==> src/rtl/lte_dl_srcxn_inf.sv <==
// Downlink IQ source selector: TDM frame-bus slicer, pass-through, constant and test
// patterns, gated by a programmable cycle window inside the radio frame.
module lte_dl_srcxn_inf #(
  parameter int DW      = 32,
  parameter int NCH     = 8,
  parameter int SEL_W   = 4,
  parameter int SLOTS   = 8,
  parameter int CYC_LEN = 4915200,
  parameter int CNT_W   = 24,
  parameter int FH_DLY  = 7
) (
  input  logic                   clk,
  input  logic                   asy_rst,
  input  logic                   i_frame_hd,
  input  logic [NCH*DW-1:0]      i_data_bus,
  input  logic                   i_framn_hd,
  input  logic [DW-1:0]          i_datan_iq,
  input  logic                   i_test_en,
  input  logic [2:0]             i_mode,
  input  logic [SLOTS*SEL_W-1:0] i_sel_cfg,
  input  logic [DW-1:0]          i_const_iq,
  input  logic                   i_win_en,
  input  logic [CNT_W-1:0]       i_win_start,
  input  logic [CNT_W-1:0]       i_win_end,
  output logic [DW-1:0]          o_data_iq,
  output logic                   o_fram_hd,
  output logic                   o_slot_first
);

  localparam int SLOT_W = $clog2(SLOTS);
  localparam int HW     = DW / 2;
  localparam int FH_LEN = FH_DLY + 2;
  localparam logic [SLOT_W-1:0] SLOT_LAST = SLOT_W'(SLOTS - 1);
  localparam logic [CNT_W-1:0]  CYC_LAST  = CNT_W'(CYC_LEN - 1);

  typedef enum logic [2:0] {
    M_PASS  = 3'd0,
    M_TDM   = 3'd1,
    M_CONST = 3'd2,
    M_RAMP  = 3'd3,
    M_CYC   = 3'd4
  } mode_e;

  // Test disable and the unused codes 5..7 all collapse onto pass-through.
  function automatic mode_e eff_mode(input logic en, input logic [2:0] m);
    mode_e r;
    r = M_PASS;
    if (en && (m <= 3'd4)) r = mode_e'(m);
    return r;
  endfunction

  function automatic logic [SEL_W-1:0] slot_sel(input logic [SLOTS*SEL_W-1:0] cfg,
                                                input logic [SLOT_W-1:0] s);
    logic [SEL_W-1:0] r;
    r = '0;
    for (int k = 0; k < SLOTS; k++) begin
      if (s == SLOT_W'(k)) r = cfg[k*SEL_W +: SEL_W];
    end
    return r;
  endfunction

  // Select codes that name no channel yield a zero sample.
  function automatic logic [DW-1:0] pick_ch(input logic [NCH*DW-1:0] snap,
                                            input logic [SEL_W-1:0] sel);
    logic [DW-1:0] r;
    r = '0;
    for (int k = 0; k < NCH; k++) begin
      if (sel == SEL_W'(k)) r = snap[k*DW +: DW];
    end
    return r;
  endfunction

  // S1 input registers
  logic [NCH*DW-1:0]      bus_p0_q;
  logic [DW-1:0]          datan_p0_q;
  logic [DW-1:0]          const_p0_q;
  logic [2:0]             mode_p0_q;
  logic                   test_en_p0_q;
  logic [SLOTS*SEL_W-1:0] sel_p0_q;
  logic                   win_en_p0_q;
  logic [CNT_W-1:0]       win_start_p0_q;
  logic [CNT_W-1:0]       win_end_p0_q;
  logic [SLOT_W-1:0]      slot_p0_q;

  logic [SLOT_W-1:0]      slot_q, slot_d;
  logic [CNT_W-1:0]       cyc_q, cyc_d;
  logic [HW-1:0]          ramp_q, ramp_d;
  logic                   win_q, win_d;
  logic [NCH*DW-1:0]      snap_q;
  logic [1:0]             fn_q;
  logic [FH_LEN-1:0]      fh_q;

  // S2 mode mux / S3 gated output
  logic [DW-1:0]          data_p1_d, data_p1_q;
  logic                   sf_p1_q;
  logic [DW-1:0]          data_p2_q;
  logic                   fram_p2_d, fram_p2_q;
  logic                   sf_p2_q;
  mode_e                  mode_eff;

  always_comb begin
    mode_eff = eff_mode(test_en_p0_q, mode_p0_q);

    slot_d = slot_q + SLOT_W'(1);
    if (i_frame_hd || (slot_q == SLOT_LAST)) slot_d = '0;

    cyc_d = cyc_q + CNT_W'(1);
    if (i_framn_hd || (cyc_q == CYC_LAST)) cyc_d = '0;

    ramp_d = ramp_q + HW'(1);
    if (i_framn_hd) ramp_d = '0;

    // Start is tested first so start==end latches the window open.
    win_d = win_q;
    if (cyc_q == win_start_p0_q)    win_d = 1'b1;
    else if (cyc_q == win_end_p0_q) win_d = 1'b0;

    case (mode_eff)
      M_TDM:   data_p1_d = pick_ch(snap_q, slot_sel(sel_p0_q, slot_p0_q));
      M_CONST: data_p1_d = const_p0_q;
      M_RAMP:  data_p1_d = DW'({ramp_q, ramp_q});
      M_CYC:   data_p1_d = DW'(cyc_q);
      default: data_p1_d = datan_p0_q;
    endcase

    fram_p2_d = (mode_eff == M_TDM) ? fh_q[FH_LEN-1] : fn_q[1];
  end

  always_ff @(posedge clk) begin
    if (asy_rst) begin
      bus_p0_q     <= '0;
      datan_p0_q   <= '0;
      const_p0_q   <= '0;
      mode_p0_q    <= '0;
      test_en_p0_q <= 1'b0;
      slot_p0_q    <= '0;
      slot_q       <= '0;
      cyc_q        <= '0;
      ramp_q       <= '0;
      win_q        <= 1'b0;
      snap_q       <= '0;
      fn_q         <= '0;
      fh_q         <= '0;
      data_p1_q    <= '0;
      sf_p1_q      <= 1'b0;
      data_p2_q    <= '0;
      fram_p2_q    <= 1'b0;
      sf_p2_q      <= 1'b0;
    end else begin
      bus_p0_q     <= i_data_bus;
      datan_p0_q   <= i_datan_iq;
      const_p0_q   <= i_const_iq;
      mode_p0_q    <= i_mode;
      test_en_p0_q <= i_test_en;
      slot_p0_q    <= slot_q;
      slot_q       <= slot_d;
      cyc_q        <= cyc_d;
      ramp_q       <= ramp_d;
      win_q        <= win_d;
      if (slot_q == '0) snap_q <= bus_p0_q;
      fn_q         <= {fn_q[0], i_framn_hd};
      fh_q         <= {fh_q[FH_LEN-2:0], i_frame_hd};
      data_p1_q    <= data_p1_d;
      sf_p1_q      <= (slot_p0_q == '0);
      data_p2_q    <= (win_q || !win_en_p0_q) ? data_p1_q : '0;
      fram_p2_q    <= fram_p2_d;
      sf_p2_q      <= sf_p1_q;
    end
  end

  // Quasi-static configuration keeps sampling through reset so the window
  // compare sees real values on the first cycle after release.
  always_ff @(posedge clk) begin
    sel_p0_q       <= i_sel_cfg;
    win_en_p0_q    <= i_win_en;
    win_start_p0_q <= i_win_start;
    win_end_p0_q   <= i_win_end;
  end

  assign o_data_iq    = data_p2_q;
  assign o_fram_hd    = fram_p2_q;
  assign o_slot_first = sf_p2_q;

endmodule

==> config.mk <==
export PLATFORM = sky130hd
export DESIGN_NAME = lte_dl_srcxn_inf
export DESIGN_NICKNAME = d
export VERILOG_FILES = /design/src/rtl/lte_dl_srcxn_inf.sv
export SDC_FILE = /design/constraint.sdc
export NUM_CORES = 1
export LEC_CHECK = 0
export ABC_AREA = 1
export ABC_CLOCK_PERIOD_IN_PS = 2900
export CORE_MARGIN = 8
export CORE_UTILIZATION = 45
export DETAILED_ROUTE_END_ITERATION = 6
export HOLD_SLACK_MARGIN = 0.03
export PLACE_DENSITY = 0.69
export SYNTH_ARGS = -nofsm -noshare
export SYNTH_HDL_FRONTEND = slang
export SYNTH_SLANG_ARGS = --single-unit
==> constraint.sdc <==
create_clock -name clk -period 2.9 [get_ports clk]
set_clock_uncertainty 0.2 [all_clocks]
set_input_delay 0.29 -clock clk [delete_from_list [all_inputs] [get_ports clk]]
set_output_delay 0.29 -clock clk [all_outputs]
set_load 0.01 [all_outputs]
==> qor.yml, run 1 <==
clock_tree:
  cts_setup_buffers: 0
  cts_made_buffers: 79
  cts.sinks: 786
  cts_tree: "built"
  clockBufferDepth: 3
  htreeDepth: 3
  clkTransAtPathRegs_ns: 0.06
  cts-root-buf: "clkbuf_16"
  clk_latency_ns: 0.62
logic_synthesis:
  synth_xor_area_frac: 0.0165
  synth.distinct_cells: 42
  syn_inst: 3453
  synthSimpleGateAreaFrac: 0.185
  syn-num-nets: 3867
  ys_seq_area_frac: 0.569
  syn_avg_cell_area_um2: 8.00
  synth_compound_area_frac: 0.117
  ys_ff_latch: 786
  synthAdderAreaFrac: 0.00226
  muxShareOfSynthArea: 0
  yosysWarnings: 0
  synth_top_family_by_area: "simple AND/OR/NAND/NOR gates"
  syn_area_um2: 27600
global_route:
  grtUsageMet1: 0.357
  grt_usage: 0.270
  overflow: 0
  grt_max_degree: 132
  grt_pass1_vias: 25400
  met2_usage: 0.442
  grt_pass1_wl_mm: 148
  grt_antenna_before_repair: 4
  busiest_layer: "met2"
  grt_use_met3: 0.0484
placement:
  dp_cells: 4560
  port_buffers: 442
  hpwlAfterDp_mm: 67.1
  dpl-instance-area_um2: 33100
  routabilityCongestion: 0.950
timing:
  hold_violations: 0
  fin_hold_ws_ns: 0.0596
  finalSetupTns_ns: 0
  fmax_mhz: 366
  slew_headroom: 0.406
  finalCritPeriodShare: 0.942
  tightestPinTransition_ns: 0.891
  rsz0062_at_grt: "false"
  slew_viol_final: 0
  finalSetupViolCount: 0
  min_period_ns: 2.73
critical_path:
  reg2reg_from: "slot_p0_q[1]"
  reg2reg_depth: 15
  worst-path-max-fanout: 25
  arrival_ns: 3.09
  critPathLaunch: "slot_p0_q[1]"
  cp_common_cell: "nand3_1"
  reg2reg_slack_ns: 0.17
  crit_path_max_incr_delay_ns: 0.37
  cp.required_ns: 3.26
  cp-start-kind: "flop"
  worst-path-buf-inv: 2
  critPathSlowestCell: "dfxtp_4"
  regToRegEndpoint: "data_p1_q[6]"
  cp-end-kind: "flop"
  critPathTopFamily: "simple AND/OR/NAND/NOR gates"
  path_depth: 15
  path_class: "reg2reg"
  endpoint: "data_p1_q[6]"
  path_cells: "buf_4 > nand4_1 > nand3_1 > nor3_2 > nand4_1 > nor2_4 > buf_12 > nand3_1 > nand3_1 > o21ai_1 > nand2_1 > nand2_1 > nand3_1 > nand2_1 > a21oi_2"
detailed_routing:
  antenna_left: 0
  routedWlPerCell_um: 19.1
  vias: 25000
  first_pass_iters: 6
  route.detailed.drc: 0
  drt-total-wl_mm: 97.1
  viasPerCell: 4.91
  drt_iter0_markers: 2151
finish:
  fin_area_um2: 39900
  fin_util: 0.651
  final_layout_size_suffix_gt1_frac: 0.0653
  area_delta_synth_final_pct: 44.2
  n_fill_cell: 4844
  final_cells: 5096
  nNetsFinal: 4658
hold_path:
  hp-class: "in2reg"
floorplanning:
  fp-row-count: 91
  core_um2: 61300
  initial_core_util: 0.451
  pin_count: 443
  die_w_um: 264
  dieHeight_um: 264
  dieArea_um2: 69600
pwr:
  ir_drop_uv: 460
  total_leakage_power_nw: 17.6
  p_per_area_nw_per_um2: 636
outcome:
  outcome: "finished, final reports clean"
flow_run:
  cap_viol_max_count: 0
-- worst min-delay path by stage --
stage               startpoint             end  depth (start not counted)
2_1_floorplan     i_sel_cfg[0]     sel_p0_q[0]                          0
3_3_place_gp           sf_p1_q    o_slot_first                          2
3_5_place_dp           sf_p1_q    o_slot_first                          2
4_1_cts         i_const_iq[15]  const_p0_q[15]                          3
5_1_grt        i_data_bus[207]   bus_p0_q[207]                          3
6_report         i_data_bus[0]     bus_p0_q[0]                          3
-- state kept, by name, indices dropped and copies added (netlist names), 2 cells and up --
| signal | flops |
|---|---|
| cyc_q | 24 |
| win_start_p0_q | 24 |
| o_data_iq | 32 |
| snap_q | 256 |
| bus_p0_q | 256 |
| slot_q | 3 |
| data_p1_q | 32 |
| mode_p0_q | 3 |
| fh_q | 9 |
| fn_q | 2 |
| sel_p0_q | 32 |
| const_p0_q | 32 |
| ramp_q | 16 |
| datan_p0_q | 32 |
| slot_p0_q | 3 |
| win_end_p0_q | 24 |
-- area by class of cell --
cell class                 count  area [µm²]  area share
antenna                        3        7.51    0.000188
clock buffer                 111        2350      0.0590
clock inverter                29         384     0.00964
inverter                     563        2130      0.0533
multi-input combinational   1897        8950       0.224
sequential                   786       15700       0.395
tap                          790         988      0.0248
timing repair buffer         917        9310       0.233
-- routing by layer --
layer | vias up | wire length [µm]
met4 | 2 | 3580
met3 | 207 | 6610
met1 | 11600 | 42000
li1 | 12300 | -
met2 | 946 | 44900
met5 | - | 11
-- cell families after synthesis --
group,after synthesis
AND/OR/NAND/NOR,1229
XOR/XNOR,52
flip-flops,786
buffers and inverters,770
adder cells (fa/ha/maj),5
AO/OA/AOI/OAI,611
-- cells in the final DEF, fill, tap and decap left out, types with 4 or more instances in the layout --
cell and count:
clkdlybuf4s50_1 441, nor4_1 12, clkbuf_1 11, nor2_1 731, a21oi_1 199, buf_12 24, ha_1 5, o21ai_1 47
nand4_1 28, nor2_2 6, a221oi_1 24, inv_1 553, buf_4 55, nand2_1 253, a31oi_1 4, o21ai_0 315
clkinv_2 13, xnor2_1 24, clkbuf_16 84, dfxtp_1 783, nand3_1 144, nor3b_1 7, nand2_4 4, a21oi_2 16
clkbuf_8 17, dlygate4sd3_1 392, bufinv_16 8, inv_2 5, xor2_1 28, nor3_4 4, nor3_1 15
-- report_power, final --
part / switching [mW] / total [mW] / internal (mW)
logic: 1.49 / 2.91 / 1.42
registers: 0.348 / 11.8 / 11.4
clock network: 4.26 / 10.6 / 6.39
total: 6.10 / 25.4 / 19.3
-- repair_timing --
action,in CTS,in global routing
hold endpoints to repair,394,1
hold buffers,391,1
pin swaps,0,2
cloned,0,1
endpoints found under the setup margin,1,33
resized for setup,1,24
-- tightest hold or removal path, stage by stage --
cell and delay, ns:
clkdlybuf4s50_1 0.43, inv_1 0.07, nor2_1 0.03
-- cell usage after synthesis, drive strengths merged --
library cell	instances	area, µm²
nor2b	1	8.76
nand3	147	746
clkbuf	157	589
inv	562	2110
nor3	22	140
clkinv	1	3.75
ha	5	62.6
nor2	740	2810
a221oi	24	210
nand4	31	221
buf	50	324
o2111ai	1	8.76
a21oi	215	1140
o31ai	2	28.8
or2	3	18.8
nand2	259	995
or4	1	7.51
and2	3	21.3
a31oi	4	25.0
dfxtp	786	15700
xnor2	24	210
xor2	28	245
nand3b	1	7.51
o21ai	365	1830
nor3b	8	60.1
nor4	13	81.3
-- through the flow --
| stage | power [mW] | setup slack, ns |
|---|---|---|
| 2_1_floorplan | 13.0 | 0.412 |
| 3_3_place_gp | 14.4 | 0.0429 |
| 3_5_place_dp | 14.4 | 0.0236 |
| 4_1_cts | 25.4 | 0.0360 |
| 5_1_grt | 26.2 | 0.00292 |
| 6_report | 25.4 | 0.167 |
Power figures use the tool's default switching activity.
==> run 2: changes to the inputs <==
--- a/config.mk
+++ b/config.mk
@@ -7,11 +7,11 @@
 export LEC_CHECK = 0
 export ABC_AREA = 1
 export ABC_CLOCK_PERIOD_IN_PS = 2900
-export CORE_MARGIN = 8
 export CORE_UTILIZATION = 45
 export DETAILED_ROUTE_END_ITERATION = 6
 export HOLD_SLACK_MARGIN = 0.03
 export PLACE_DENSITY = 0.69
+export SLEW_MARGIN = 10
 export SYNTH_ARGS = -nofsm -noshare
 export SYNTH_HDL_FRONTEND = slang
 export SYNTH_SLANG_ARGS = --single-unit
==> run 2 against run 1 <==
Against the previous run:
- the flow now finishes with violations (DRC)
- setup slack lost 0.041 ns
- utilization grew 1.3 points
- non-clock buffer count increased by 31
- sequential share of layout area is 0.30 points lower
- cell area increased by 0.76%
- final cell count increased by 0.49%
- power up 0.51%
- fmax down 1.5%
- worst hold slack worse by 0.019 ns
- critical path depth grew 2
- largest cell class unchanged
- largest power group unchanged
- highest routed layer unchanged
==> qor.yml, run 2 (synthesis results as in run 1) <==
placement:
  dpl-instance-area_um2: 33200
  port_buffers: 442
  pre_cts_ws_ns: -0.302
  routabilityCongestion: 0.965
  hpwlAfterDp_mm: 65.4
floorplanning:
  dieHeight_um: 250
  dieArea_um2: 62400
  initial_core_util: 0.457
  fp-row-count: 90
  die_w_um: 250
  pin_count: 443
  core_um2: 60500
pwr:
  ir_drop_uv: 326
  p_clk_frac: 0.421
  p_sw_mw: 6.15
  intPower_mw: 19.3
  seqPwrFrac: 0.464
  p_per_area_nw_per_um2: 635
  p_sw_frac: 0.241
  report.power.total_mw: 25.5
  pwr-share-comb: 0.116
  total_leakage_power_nw: 17.8
timing:
  fmax_mhz: 360
  fin_ws_ns: 0.126
  finalCritPeriodShare: 0.957
  fin_hold_ws_ns: 0.0403
  min_period_ns: 2.77
  tightestPinTransition_ns: 0.950
  slew_headroom: 0.366
  finalSetupViolCount: 0
  hold_violations: 0
  slew_viol_final: 0
finish:
  fin_util: 0.664
  fin_area_um2: 40200
  reg_top3: "bus_p0_q x256, snap_q x256"
  area_delta_synth_final_pct: 45.3
  final_common_cell: "dfxtp_1"
  final_cell_mix: "783 x dfxtp_1, 730 x nor2_1, 552 x inv_1"
  final_layout_size_suffix_gt1_frac: 0.0740
  diodes: 0
  nNetsFinal: 4691
hold_path:
  hp-class: "in2reg"
critical_path:
  cp-end-kind: "flop"
  worst-path-max-fanout: 18
  cp.required_ns: 3.22
  cp-start-kind: "flop"
  path_class: "reg2reg"
  arrival_ns: 3.09
clock_tree:
  cts-root-buf: "clkbuf_16"
  clk_latency_ns: 0.63
  cts_made_buffers: 80
  htreeDepth: 3
  clkTransAtPathRegs_ns: 0.06
  cts_tree: "built"
  clockBufferDepth: 3
  cts.sinks: 786
global_route:
  grt_pass1_wl_mm: 145
  overflow: 0
  grt_antenna_before_repair: 2
  grt_usage: 0.304
  grt_max_degree: 182
  grt_pass1_vias: 25100
detailed_routing:
  drt_iter0_markers: 2075
  vias: 25100
  route.detailed.drc: 2
  wl_met3_mm: 5.92
  routedWlPerCell_um: 18.8
  viasPerCell: 4.91
  wl_met2_mm: 45.6
  first_pass_iters: 7
  antenna_left: 0
  drt-total-wl_mm: 96.1
  wl_met1_mm: 41.5
  top_layer: "met5"
outcome:
  outcome: "finished, violations left"
  violations: "DRC"
flow_run:
  cap_viol_max_count: 0
run 2: cell types whose count changed in the layout (fill, tap and decap cells not counted), moves of 3 or more:
cell | previous run | this run
clkbuf_8 | 17 | 23
buf_4 | 55 | 88
dlygate4sd3_1 | 392 | 389
diode_2 | 3 | 0
run 2: repair_timing:
| action | CTS | global route |
|---|---|---|
| setup endpoints to repair | 32 | 50 |
| buffers inserted | 2 | 10 |
| gates cloned | 1 | 1 |
| pin swaps | 1 | 9 |
| endpoints found under the hold margin | 395 | 2 |
| resized for setup | 4 | 26 |
| hold buffers | 387 | 2 |
run 2: path summary, 6_finish.rpt:
| path | start | endpoint | cells past startpoint | slack, ns |
|---|---|---|---|---|
| max | slot_p0_q[0] | data_p1_q[4] | 17 | 0.13 |
| min | i_data_bus[44] | bus_p0_q[44] | 3 | 0.04 |
| max reg2reg | slot_p0_q[0] | data_p1_q[4] | 17 | 0.13 |
| min reg2reg | fh_q[6] | fh_q[7] | 2 | 0.21 |
run 2: area by class of cell:
cell class	instances	area (µm²)
Fill cell	4806	20300
Clock inverter	25	314
Inverter	563	2120
Multi-Input combinational cell	1898	8980
Timing Repair Buffer	948	9550
Sequential cell	786	15700
Clock buffer	119	2460
Tap cell	782	978
run 2: power groups by stage:
stage | Combinational (mW) | Sequential, mW | Clock (mW)
after global routing | 3.21 | 11.8 | 11.2
final | 2.95 | 11.8 | 10.7
after global placement | 2.36 | 12.0 | 0
after floorplan | 1.21 | 11.8 | 0
after detailed placement | 2.37 | 12.0 | 0
after CTS | 2.83 | 11.8 | 10.8
run 2: layer usage:
layer  GRT usage  up-vias
li1            -    12300
met4       0.103        4
met5           0        -
met1       0.392    11800
met2       0.512      870
met3      0.0521      160
run 2: critical path: stages, from the launching register on:
cell and delay, ns:
dfxtp_4 0.39, inv_2 0.07, buf_4 0.15, nor3_4 0.25, nand2_1 0.13, nand4_4 0.16
buf_4 0.14, nor2b_4 0.04, buf_12 0.14, nand2_4 0.13, buf_6 0.19, o21ai_0 0.12
inv_1 0.06, nand2_1 0.05, nand2_1 0.16, nand3_1 0.11, nand2_1 0.10, a21oi_2 0.06
run 2: stage by stage:
| stage | TNS, ns | instances |
|---|---|---|
| floorplan | 0 | 3453 |
| global placement | -3.77 | 4574 |
| detailed placement | -6.09 | 4574 |
| CTS | 0 | 5108 |
| global route | -0.0187 | 5121 |
| finish | 0 | 5121 |
